==> src/rtl/float_pkg.sv <==
// Shared types and constants for the pipelined floating-point multipliers.
package float_pkg;

    localparam int EXP_W_DEF = 5;
    localparam int MAN_W_DEF = 10;

    localparam logic RND_RNE   = 1'b0;
    localparam logic RND_TRUNC = 1'b1;

    typedef enum logic [1:0] {
        CLS_ZERO,
        CLS_NORM,
        CLS_INF,
        CLS_NAN
    } fclass_e;

    typedef enum logic [1:0] {
        SP_NONE,
        SP_NAN,
        SP_INF,
        SP_ZERO
    } special_e;

    function automatic int bias(input int exp_w);
        return (1 << (exp_w - 1)) - 1;
    endfunction

    // Subnormal encodings are treated as zero
    function automatic fclass_e classify(
        input logic e_zero,
        input logic e_ones,
        input logic m_nz
    );
        if (e_zero) return CLS_ZERO;
        if (e_ones) return m_nz ? CLS_NAN : CLS_INF;
        return CLS_NORM;
    endfunction

endpackage

==> src/rtl/float_round_pack.sv <==
// Final stage: rounding, overflow/underflow detection, special-case packing.
module float_round_pack
    import float_pkg::*;
#(
    parameter int EXP_W = EXP_W_DEF,
    parameter int MAN_W = MAN_W_DEF,
    localparam int W  = 1 + EXP_W + MAN_W,
    localparam int EW = EXP_W + 2
) (
    input  logic          sign,
    input  special_e      sp,
    input  logic [EW-1:0] exp,
    input  logic [MAN_W-1:0] man,
    input  logic          guard,
    input  logic          sticky,
    input  logic          rnd,
    output logic [W-1:0]  result,
    output logic          ovf,
    output logic          unf,
    output logic          inv
);

    localparam logic [W-1:0] QNAN =
        {1'b0, {EXP_W{1'b1}}, 1'b1, {(MAN_W-1){1'b0}}};
    localparam logic [EW-1:0] EMAX = {2'b00, {EXP_W{1'b1}}};

    logic           inc;
    logic [MAN_W:0] man_r;
    logic [EW-1:0]  exp_r;

    always_comb begin
        inc    = (rnd == RND_RNE) & guard & (sticky | man[0]);
        man_r  = {1'b0, man} + {{MAN_W{1'b0}}, inc};
        exp_r  = exp + {{(EW-1){1'b0}}, man_r[MAN_W]};
        result = '0;
        ovf    = 1'b0;
        unf    = 1'b0;
        inv    = 1'b0;
        unique case (sp)
            SP_NAN: begin
                result = QNAN;
                inv    = 1'b1;
            end
            SP_INF:  result = {sign, {EXP_W{1'b1}}, {MAN_W{1'b0}}};
            SP_ZERO: result = {sign, {(W-1){1'b0}}};
            default: begin
                if ($signed(exp_r) >= $signed(EMAX)) begin
                    ovf = 1'b1;
                    if (rnd == RND_TRUNC)
                        result = {sign, {(EXP_W-1){1'b1}}, 1'b0,
                                  {MAN_W{1'b1}}};
                    else
                        result = {sign, {EXP_W{1'b1}}, {MAN_W{1'b0}}};
                end else if (exp_r[EW-1] || exp_r == '0) begin
                    unf    = 1'b1;
                    result = {sign, {(W-1){1'b0}}};
                end else begin
                    result = {sign, exp_r[EXP_W-1:0], man_r[MAN_W-1:0]};
                end
            end
        endcase
    end

endmodule

==> src/rtl/float_mul_pipe.sv <==
// Pipelined floating-point multiplier: operand register, classify,
// multiply/normalise, round/pack, with valid/ready flow control.
module float_mul_pipe
    import float_pkg::*;
#(
    parameter int EXP_W = EXP_W_DEF,
    parameter int MAN_W = MAN_W_DEF,
    parameter int TAG_W = 4,
    localparam int W = 1 + EXP_W + MAN_W
) (
    input  logic             clk,
    input  logic             rst_n,
    input  logic             in_valid,
    output logic             in_ready,
    input  logic [W-1:0]     a,
    input  logic [W-1:0]     b,
    input  logic             rnd_mode,
    input  logic [TAG_W-1:0] in_tag,
    output logic             out_valid,
    input  logic             out_ready,
    output logic [W-1:0]     result,
    output logic [TAG_W-1:0] out_tag,
    output logic             flag_ovf,
    output logic             flag_unf,
    output logic             flag_inv
);

    localparam int EW = EXP_W + 2;
    localparam int PW = 2 * MAN_W + 2;
    localparam int BIAS = bias(EXP_W);
    localparam logic [EW-1:0] BIAS_V = EW'(BIAS);

    typedef struct packed {
        logic [W-1:0]     a;
        logic [W-1:0]     b;
        logic             rnd;
        logic [TAG_W-1:0] tag;
    } s1_t;

    typedef struct packed {
        logic             sign;
        special_e         sp;
        logic [EW-1:0]    exp;
        logic [MAN_W-1:0] ma;
        logic [MAN_W-1:0] mb;
        logic             rnd;
        logic [TAG_W-1:0] tag;
    } s2_t;

    typedef struct packed {
        logic             sign;
        special_e         sp;
        logic [EW-1:0]    exp;
        logic [MAN_W-1:0] man;
        logic             guard;
        logic             sticky;
        logic             rnd;
        logic [TAG_W-1:0] tag;
    } s3_t;

    typedef struct packed {
        logic [W-1:0]     result;
        logic [TAG_W-1:0] tag;
        logic             ovf;
        logic             unf;
        logic             inv;
    } out_t;

    logic v1_q, v2_q, v3_q, v4_q;
    logic v1_d, v2_d, v3_d, v4_d;
    logic ld1, ld2, ld3, ld4;
    s1_t  s1_q, s1_d;
    s2_t  s2_q, s2_d;
    s3_t  s3_q, s3_d;
    out_t out_q, out_d;

    logic [EXP_W-1:0] ea, eb;
    logic [MAN_W-1:0] fa, fb;
    fclass_e          ca, cb;
    logic [PW-1:0]    prod;
    logic [PW-2:0]    norm;
    logic [W-1:0]     rp_result;
    logic             rp_ovf, rp_unf, rp_inv;

    // A stage loads when empty or when its successor is moving on
    always_comb begin
        ld4  = ~v4_q | out_ready;
        ld3  = ~v3_q | ld4;
        ld2  = ~v2_q | ld3;
        ld1  = ~v1_q | ld2;
        v1_d = ld1 ? in_valid : v1_q;
        v2_d = ld2 ? v1_q : v2_q;
        v3_d = ld3 ? v2_q : v3_q;
        v4_d = ld4 ? v3_q : v4_q;
        s1_d = s1_q;
        if (ld1 && in_valid) begin
            s1_d.a   = a;
            s1_d.b   = b;
            s1_d.rnd = rnd_mode;
            s1_d.tag = in_tag;
        end
    end

    always_comb begin
        ea   = s1_q.a[W-2 -: EXP_W];
        eb   = s1_q.b[W-2 -: EXP_W];
        fa   = s1_q.a[MAN_W-1:0];
        fb   = s1_q.b[MAN_W-1:0];
        ca   = classify(ea == '0, &ea, |fa);
        cb   = classify(eb == '0, &eb, |fb);
        s2_d = s2_q;
        if (ld2 && v1_q) begin
            s2_d.sign = s1_q.a[W-1] ^ s1_q.b[W-1];
            s2_d.exp  = {2'b00, ea} + {2'b00, eb} - BIAS_V;
            s2_d.ma   = fa;
            s2_d.mb   = fb;
            s2_d.rnd  = s1_q.rnd;
            s2_d.tag  = s1_q.tag;
            if (ca == CLS_NAN || cb == CLS_NAN ||
                (ca == CLS_INF && cb == CLS_ZERO) ||
                (ca == CLS_ZERO && cb == CLS_INF))
                s2_d.sp = SP_NAN;
            else if (ca == CLS_INF || cb == CLS_INF)
                s2_d.sp = SP_INF;
            else if (ca == CLS_ZERO || cb == CLS_ZERO)
                s2_d.sp = SP_ZERO;
            else
                s2_d.sp = SP_NONE;
        end
    end

    // norm holds the product with the leading one at bit PW-2 dropped
    always_comb begin
        prod = {{(MAN_W+1){1'b0}}, 1'b1, s2_q.ma} *
               {{(MAN_W+1){1'b0}}, 1'b1, s2_q.mb};
        norm = prod[PW-1] ? prod[PW-2:0] : {prod[PW-3:0], 1'b0};
        s3_d = s3_q;
        if (ld3 && v2_q) begin
            s3_d.sign   = s2_q.sign;
            s3_d.sp     = s2_q.sp;
            s3_d.exp    = s2_q.exp + {{(EW-1){1'b0}}, prod[PW-1]};
            s3_d.man    = norm[PW-2 -: MAN_W];
            s3_d.guard  = norm[MAN_W];
            s3_d.sticky = |norm[MAN_W-1:0];
            s3_d.rnd    = s2_q.rnd;
            s3_d.tag    = s2_q.tag;
        end
    end

    float_round_pack #(
        .EXP_W (EXP_W),
        .MAN_W (MAN_W)
    ) u_round_pack (
        .sign   (s3_q.sign),
        .sp     (s3_q.sp),
        .exp    (s3_q.exp),
        .man    (s3_q.man),
        .guard  (s3_q.guard),
        .sticky (s3_q.sticky),
        .rnd    (s3_q.rnd),
        .result (rp_result),
        .ovf    (rp_ovf),
        .unf    (rp_unf),
        .inv    (rp_inv)
    );

    always_comb begin
        out_d = out_q;
        if (ld4 && v3_q) begin
            out_d.result = rp_result;
            out_d.tag    = s3_q.tag;
            out_d.ovf    = rp_ovf;
            out_d.unf    = rp_unf;
            out_d.inv    = rp_inv;
        end
    end

    always_ff @(posedge clk) begin
        if (!rst_n) begin
            v1_q  <= 1'b0;
            v2_q  <= 1'b0;
            v3_q  <= 1'b0;
            v4_q  <= 1'b0;
            s1_q  <= '0;
            s2_q  <= '0;
            s3_q  <= '0;
            out_q <= '0;
        end else begin
            v1_q  <= v1_d;
            v2_q  <= v2_d;
            v3_q  <= v3_d;
            v4_q  <= v4_d;
            s1_q  <= s1_d;
            s2_q  <= s2_d;
            s3_q  <= s3_d;
            out_q <= out_d;
        end
    end

    assign in_ready  = ld1;
    assign out_valid = v4_q;
    assign result    = out_q.result;
    assign out_tag   = out_q.tag;
    assign flag_ovf  = out_q.ovf;
    assign flag_unf  = out_q.unf;
    assign flag_inv  = out_q.inv;

endmodule

==> config.mk <==
export PLATFORM = sky130hd
export DESIGN_NAME = float_mul_pipe
export DESIGN_NICKNAME = d
export VERILOG_FILES = /design/src/rtl/float_pkg.sv /design/src/rtl/float_round_pack.sv /design/src/rtl/float_mul_pipe.sv
export SDC_FILE = /design/constraint.sdc
export NUM_CORES = 1
export LEC_CHECK = 0
export CAP_MARGIN = 10
export CORE_UTILIZATION = 65
export CTS_CLUSTER_DIAMETER = 200
export DETAILED_ROUTE_END_ITERATION = 10
export GPL_TIMING_DRIVEN = 0
export PLACE_DENSITY = 0.88
export SLEW_MARGIN = 15
export SYNTH_ARGS = -nofsm -noshare
export SYNTH_HDL_FRONTEND = slang
export SYNTH_SLANG_ARGS = --single-unit
==> constraint.sdc <==
create_clock -name clk -period 9.9 [get_ports clk]
set_input_delay 0.99 -clock clk [delete_from_list [all_inputs] [get_ports clk]]
set_output_delay 0.99 -clock clk [all_outputs]
set_load 0.005 [all_outputs]
==> results.toml, run 1 <==
[cts]
cts.path.max_buffers = 2
cts-hold-fix-buffers = 0
cts-resized-gates = 0
numCtsBuffers = 17
cts.clk_slew.worst_paths_ns = 0.06
cts_setup_buffers = 0
cts-root-buf = "clkbuf_16"
htreeDepth = 4
clkSinkCount = 126
cts_tree = "yes"
clock_latency_ns = 0.42

[yosys]
async_flop_share = 0
syn_inst = 1189
seq_area_frac_synth = 0.255
synth_fp_nets = 1390
netlist.area_leader.share = 0.255
synthTopCellsByArea = "dfxtp_1 25%, fa_1 16%, nand2_1 10%"
synth_top_flop_cell = "dfxtp_1"
syn_area_um2 = 9910
ys_types = 70
yosysMostFrequentCell = "nand2_1"
ys_top_cells_by_count = "272 x nand2_1, 136 x inv_1, 126 x dfxtp_1"
synth_seq_cells = 126
synth_edf_count = 0
avgSynthCellArea_um2 = 8.33
ys_warn_count = 0
synth_area_leader_cell = "dfxtp_1"

[power]
ir_worst_vdd_uv = 124
power_density_nw_per_um2 = 119
total_power_mw = 1.36
p_leak_nw = 5.05

[sta]
slew_headroom = 0.448
setup_viol_count_final = 0
period_share = 0.704
rsz0062_at_grt = "no"
slew_viol_final = 0
setup_tns_ns = 0
fin_crit_ns = 6.97
hold_viol_final = 0
fmax_mhz = 143
max_slew.worst_pin.slew_ns = 0.825
skew_ns = 0.00905

[finish]
post-route-util = 0.777
drive_gt1_frac = 0.0467
final_cells = 1469
fin_nets = 1473
design_area_um2 = 11400
antenna_cells = 0
synthToLayoutAreaGrowth_pct = 15.3
fillCellCount = 966

[grt]
grt_pass1_wl_um = 40500
use_met2 = 0.555
grt_max_degree = 17
track_usage = 0.324
grt-ovfl-total = 0
top_usage_layer = "met2"
grt_use_met3 = 0.0779
grt_pass1_vias = 8709
grt_antenna_before_repair = 0
met1_usage = 0.384

[placement]
port_buffers = 64
dp_hpwl_um = 18000
gp_congestion = 0.904
place_area_um2 = 10800
dpl.cell_count = 1437

[detailed_routing]
wl_per_cell_um = 16.3
drc_errors = 0
vias_per_cell = 5.84
ant_nets = 0
finalWirelength_um = 24000
num_vias = 8585
drt-pass1-iter-count = 6
drt_first_iter_violations = 618

[floorplan]
die_w_um = 125
dieArea_um2 = 15700
fp.dieH_um = 125
pin_count = 66
initial_utilization = 0.674
core_area_um2 = 14700
rows = 44

[worst_setup_path]
path_class = "reg2reg"
critPathRequiredTime_ns = 10.22
worstPathMaxFanout = 10
cp_data_arrival_time_ns = 7.29
crit_path_start_kind = "flip-flop"
end_kind = "flip-flop"

[outcome]
status = "finished clean"

[min_path]
hold_path.class = "reg2reg"

[flow_run]
drv_cap = 0
-- report_power, final --
group	switching, mW	internal [mW]	leakage, nW	total [mW]
Sequential	0.0176	0.526	1.03	0.544
Combinational	0.0773	0.0591	3.72	0.136
Clock	0.245	0.433	0.310	0.678
-- sequential cells by signal, indices dropped and copies added (netlist names) --
name,flops
flag_unf,1
v2_q,1
out_valid,1
flag_ovf,1
fa,10
flag_inv,1
s1_q,7
s2_q,35
v1_q,1
ea,5
s3_q,27
fb,10
result,16
v3_q,1
out_tag,4
eb,5
-- area by class of cell --
type,count,area [um2],share of cell area
Buffer,67,272,0.0238
Clock buffer,18,439,0.0385
Clock inverter,14,204,0.0179
Inverter,137,514,0.0450
Multi-Input combinational cell,859,6600,0.578
Sequential cell,126,2520,0.221
Tap cell,184,230,0.0202
Timing Repair Buffer,64,641,0.0561
-- routing by layer --
layer	wire (um)	vias up
li1	-	4044
met1	9620	4073
met2	11700	374
met3	1720	94
met4	928	0
met5	0	-
-- cells by family (layout without fill, tap and decap cells) --
| logic type | count (synthesis) | count (layout) | synth area share |
|---|---|---|---|
| compound gates | 237 | 237 | 0.174 |
| xor+xnor | 34 | 34 | 0.0308 |
| simple gates | 427 | 427 | 0.197 |
| buf+inv | 204 | 300 | 0.0793 |
| fa+ha+maj | 160 | 160 | 0.263 |
| mux | 1 | 1 | 0.00101 |
| flops | 126 | 126 | 0.255 |
-- final timing paths --
check,slack (ns),end,cells past startpoint,startpoint
min,0.45,result[3],2,result[3]
max reg2reg,2.93,s3_q[23],27,s2_q[20]
min reg2reg,0.45,result[3],2,result[3]
max,2.93,s3_q[23],27,s2_q[20]
-- critical path: stages, from the launching register on --
cell and delay, ns:
dfxtp_1 0.34, clkbuf_1 0.49, nand2_1 0.17, fa_1 0.56, inv_1 0.05, fa_1 0.50, inv_1 0.05, fa_1 0.47
inv_1 0.06, fa_1 0.55, inv_1 0.07, fa_1 0.53, inv_1 0.04, ha_1 0.33, a21oi_1 0.30, nand2_1 0.21
a21bo_2 0.29, o21ai_1 0.11, a211oi_4 0.38, inv_2 0.07, buf_2 0.20, ha_1 0.23, ha_1 0.21, nand3_1 0.12
nor2_1 0.09, xnor2_1 0.23, nand2_1 0.08, o211a_1 0.14
-- cells in the final DEF (no fill, tap or decap), drive strengths merged, types with 4 or more instances in the layout --
cell           instances
o21a                   6
nor3                   8
dfxtp                126
or4                    5
inv                  142
nand3                 18
a21boi                98
fa                    81
or3b                   9
ha                    79
o211ai                 9
a21o                   6
nand2b                 4
o211a                 11
o21ai                 40
and2                  43
and3                   9
buf                   10
a21oi                 24
nand2                272
a211oi                 5
xnor2                 19
clkdlybuf4s50         64
xor2                  15
nor2                  26
nand4                  5
bufinv                 4
nor2b                 12
a31oi                 16
nor3b                  4
clkbuf                75
-- metrics by stage --
step / hold slack (ns) / worst slack (ns)
after detailed placement: 0.452 / 3.13
final: 0.451 / 2.93
after global routing: 0.490 / 2.52
after CTS: 0.457 / 2.99
after global placement: 0.442 / 3.23
after floorplan: 0.440 / 3.89
No activity file was read; power rests on OpenSTA's default activity.
==> run 2: changes to the inputs <==
Settings changed: CORE_UTILIZATION 65 to 61, PLACE_DENSITY 0.88 to 0.83.
Clock period 9.9 ns to 7.3 ns, I/O delays scaled along.
==> results.toml, run 2 (synthesized netlist as in run 1, its figures left out) <==
[sta]
fin_crit_ns = 6.85
slew_viol_final = 0
rsz0062_at_grt = "no"
setup_viol_count_final = 0
skew_ns = 0.00883
period_share = 0.938
slew_headroom = 0.429
max_slew.worst_pin.slew_ns = 0.835
hold_slack_ns = 0.452
hold_viol_final = 0
setup_tns_ns = 0
fmax_mhz = 146

[finish]
largest_register_ffs = 35
post-route-util = 0.720
regMostFlops = "s2_q"
layout_common_cells = "272 x nand2_1, 136 x inv_1, 126 x dfxtp_1, 96 x a21boi_0, 81 x fa_1"
fin_nets = 1473
synthToLayoutAreaGrowth_pct = 15.5
final_common_cell = "nand2_1"
antenna_cells = 0
drive_gt1_frac = 0.0467

[detailed_routing]
num_vias = 8406
wl_per_cell_um = 15.5
ant_nets = 0
drt_first_iter_violations = 719
drt-pass1-iter-count = 5
vias_per_cell = 5.60
drc_errors = 0
finalWirelength_um = 23300

[floorplan]
initial_utilization = 0.624
rows = 46
pin_count = 66
core_area_um2 = 15900
fp.dieH_um = 129
die_w_um = 129
dieArea_um2 = 16800

[grt]
track_usage = 0.300
grt_antenna_before_repair = 0
grt_max_degree = 17
grt-ovfl-total = 0
grt_pass1_wl_um = 39000
grt_pass1_vias = 8151

[flow_run]
drv_cap = 0

[cts]
clkSinkCount = 126
cts_tree = "yes"
cts-resized-gates = 0
cts.clk_slew.worst_paths_ns = 0.06
numCtsBuffers = 17
clock_latency_ns = 0.43
cts.path.max_buffers = 2
cts_setup_buffers = 0
cts-root-buf = "clkbuf_16"
cts-hold-fix-buffers = 0
htreeDepth = 4

[worst_setup_path]
critPathCapture = "s3_q[23]"
cp.depth = 25
path_class = "reg2reg"
cp_top_family = "adder cells"
slowest_stage = "fa_1"
reg2reg_depth = 25
r2r_start = "s2_q[19]"
crit_path_start = "s2_q[19]"
path_common_cell = "fa_1"
crit_path_start_kind = "flip-flop"
critPathRequiredTime_ns = 7.62
cp_data_arrival_time_ns = 7.17
end_kind = "flip-flop"
crit_buf_inv = 6
max_stage_delay_ns = 0.54
rrSetupSlack_ns = 0.45
worstPathMaxFanout = 10
rr_endpoint = "s3_q[23]"

[power]
power_density_nw_per_um2 = 159
p_leak_nw = 5.05
ir_worst_vdd_uv = 169
total_power_mw = 1.82

[placement]
dp_hpwl_um = 17800
port_buffers = 64
gp_congestion = 0.929

[min_path]
hold_path.class = "reg2reg"
hold_depth = 2

[outcome]
status = "finished clean"
-- run 2: how the worst min path moves through the flow --
| stage | from | end | slack, ns |
|---|---|---|---|
| 6_report | result[3] | result[3] | 0.45 |
| 2_1_floorplan | s3_q[26] | s3_q[26] | 0.44 |
| 5_1_grt | result[4] | result[4] | 0.48 |
| 4_1_cts | result[3] | result[3] | 0.46 |
| 3_3_place_gp | result[3] | result[3] | 0.44 |
| 3_5_place_dp | result[3] | result[3] | 0.45 |
-- run 2: worst min-delay path, delay by kind of cell, from the launching register on --
family / cells / cell delay (ns)
simple gates: 1 / 0.05
flops: 1 / 0.31
compound gates: 1 / 0.05
-- run 2: cell type report --
type | count | area [um2]
multi-input cells | 859 | 6600
inverters | 137 | 514
clock buffers | 17 | 425
well taps | 216 | 270
fillers | 1225 | 4440
flip-flops and latches | 126 | 2520
plain buffers | 67 | 272
repair buffers | 64 | 641
clock inverters | 15 | 200
-- run 2: where the power goes --
| group | switching, mW | total, mW | internal [mW] |
|---|---|---|---|
| Sequential | 0.0226 | 0.736 | 0.713 |
| Combinational | 0.104 | 0.184 | 0.0799 |
| Clock | 0.350 | 0.899 | 0.549 |
-- run 2: stage by stage --
step / setup slack, ns / instance area, um2 / instances
2_1_floorplan: 1.29 / 9910 / 1189
3_3_place_gp: 0.687 / 10800 / 1469
3_5_place_dp: 0.560 / 10800 / 1469
4_1_cts: 0.518 / 11400 / 1501
5_1_grt: 0.140 / 11400 / 1501
6_report: 0.452 / 11400 / 1501
-- run 2: routing by layer --
metal	part of all wire	track usage	up-vias
li1	-	-	4056
met1	0.44	0.389	4010
met2	0.47	0.494	284
met3	0.063	0.0690	56
met4	0.024	0.103	0
met5	0	0	-
==> run 3: changes to the inputs <==
Settings changed: CORE_MARGIN set to 2.
==> results.toml, run 3 (synthesized netlist as in run 1, its figures left out) <==
[grt]
grt_use_met3 = 0.0502
use_met2 = 0.461
grt_pass1_wl_um = 38900
grt_pass1_vias = 8139
grt_antenna_before_repair = 0
met1_usage = 0.362
grt-ovfl-total = 0
track_usage = 0.274
top_usage_layer = "met2"
grt_max_degree = 17

[power]
ir_worst_vdd_uv = 189
power_density_nw_per_um2 = 160
p_leak_nw = 5.05

[finish]
synthToLayoutAreaGrowth_pct = 15.6
drive_gt1_frac = 0.0467
layout_common_cells = "272 x nand2_1, 136 x inv_1, 126 x dfxtp_1, 96 x a21boi_0, 81 x fa_1"
fin_nets = 1473
final_common_cell = "nand2_1"
post-route-util = 0.721
antenna_cells = 0
regMostFlops = "s2_q"
largest_register_ffs = 35
final_cells = 1501

[placement]
gp_congestion = 0.945
port_buffers = 64
dpl.cell_count = 1469
dp_hpwl_um = 17600

[cts]
cts-hold-fix-buffers = 0
cts-resized-gates = 0
cts.clk_slew.worst_paths_ns = 0.06
htreeDepth = 4
cts-root-buf = "clkbuf_16"
numCtsBuffers = 17
cts_setup_buffers = 0
clock_latency_ns = 0.42
clkSinkCount = 126
cts_tree = "yes"
cts.path.max_buffers = 2

[detailed_routing]
drc_errors = 0
num_vias = 8273
drt-pass1-iter-count = 5
vias_per_cell = 5.51
wl_per_cell_um = 15.4
drt_first_iter_violations = 688
finalWirelength_um = 23200
ant_nets = 0

[sta]
slew_viol_final = 0
max_slew.worst_pin.slew_ns = 0.890
fin_crit_ns = 6.87
fmax_mhz = 146
setup_tns_ns = 0
setup_viol_count_final = 0
skew_ns = 0.00853
rsz0062_at_grt = "no"
slew_headroom = 0.392
hold_viol_final = 0
period_share = 0.941

[floorplan]
dieArea_um2 = 17300
die_w_um = 131
pin_count = 66
initial_utilization = 0.624
core_area_um2 = 15900
fp.dieH_um = 131
rows = 46

[worst_setup_path]
worstPathMaxFanout = 10
end_kind = "flip-flop"
cp_data_arrival_time_ns = 7.19
path_class = "reg2reg"
crit_path_start_kind = "flip-flop"
max_stage_delay_ns = 0.54
slowest_stage = "fa_1"
critPathRequiredTime_ns = 7.61

[flow_run]
drv_cap = 0

[outcome]
status = "finished clean"

[min_path]
hold_path.class = "reg2reg"
## run 3: cell type report
cell class / instances / area [um2]
multi-input combinational: 859 / 6600
fill: 1262 / 4430
sequential: 126 / 2520
timing repair buffer: 64 / 641
inverter: 137 / 514
clock buffer: 18 / 439
buffer: 67 / 272
tap: 216 / 270
clock inverter: 14 / 198
## run 3: routing by layer
metal,vias up,part of all wire
met2,263,0.47
li1,4058,-
met1,3909,0.44
met5,-,0
met3,43,0.065
met4,0,0.018
## run 3: final timing paths
path	from	to	slack [ns]	cells past startpoint
max	s2_q[21]	s3_q[23]	0.43	27
min	result[3]	result[3]	0.45	2
max reg2reg	s2_q[21]	s3_q[23]	0.43	27
min reg2reg	result[3]	result[3]	0.45	2
## run 3: worst max-delay path: cells and delay by family, from the launching register on
kind                     cells  cell delay, ns
adder cells (fa/ha/maj)      8            3.37
AO/OA/AOI/OAI                5            1.22
buffers and inverters        8            1.00
AND/OR/NAND/NOR              5            0.62
flip-flops                   1            0.38
XOR/XNOR                     1            0.14
## run 3: stage by stage
step	worst slack [ns]	area, um2	total power [mW]	hold WS [ns]
detailed placement	0.570	10800	0.927	0.448
global placement	0.695	10800	0.923	0.439
finish	0.429	11500	1.83	0.452
CTS	0.523	11500	1.83	0.454
global route	0.0487	11500	1.89	0.480
floorplan	1.29	9910	0.861	0.440
## run 3: report_power, final
| group | internal [mW] | total [mW] | switching, mW |
|---|---|---|---|
| Clock | 0.561 | 0.911 | 0.350 |
| Sequential | 0.713 | 0.736 | 0.0227 |
| Combinational | 0.0796 | 0.181 | 0.102 |
| Total | 1.35 | 1.83 | 0.475 |
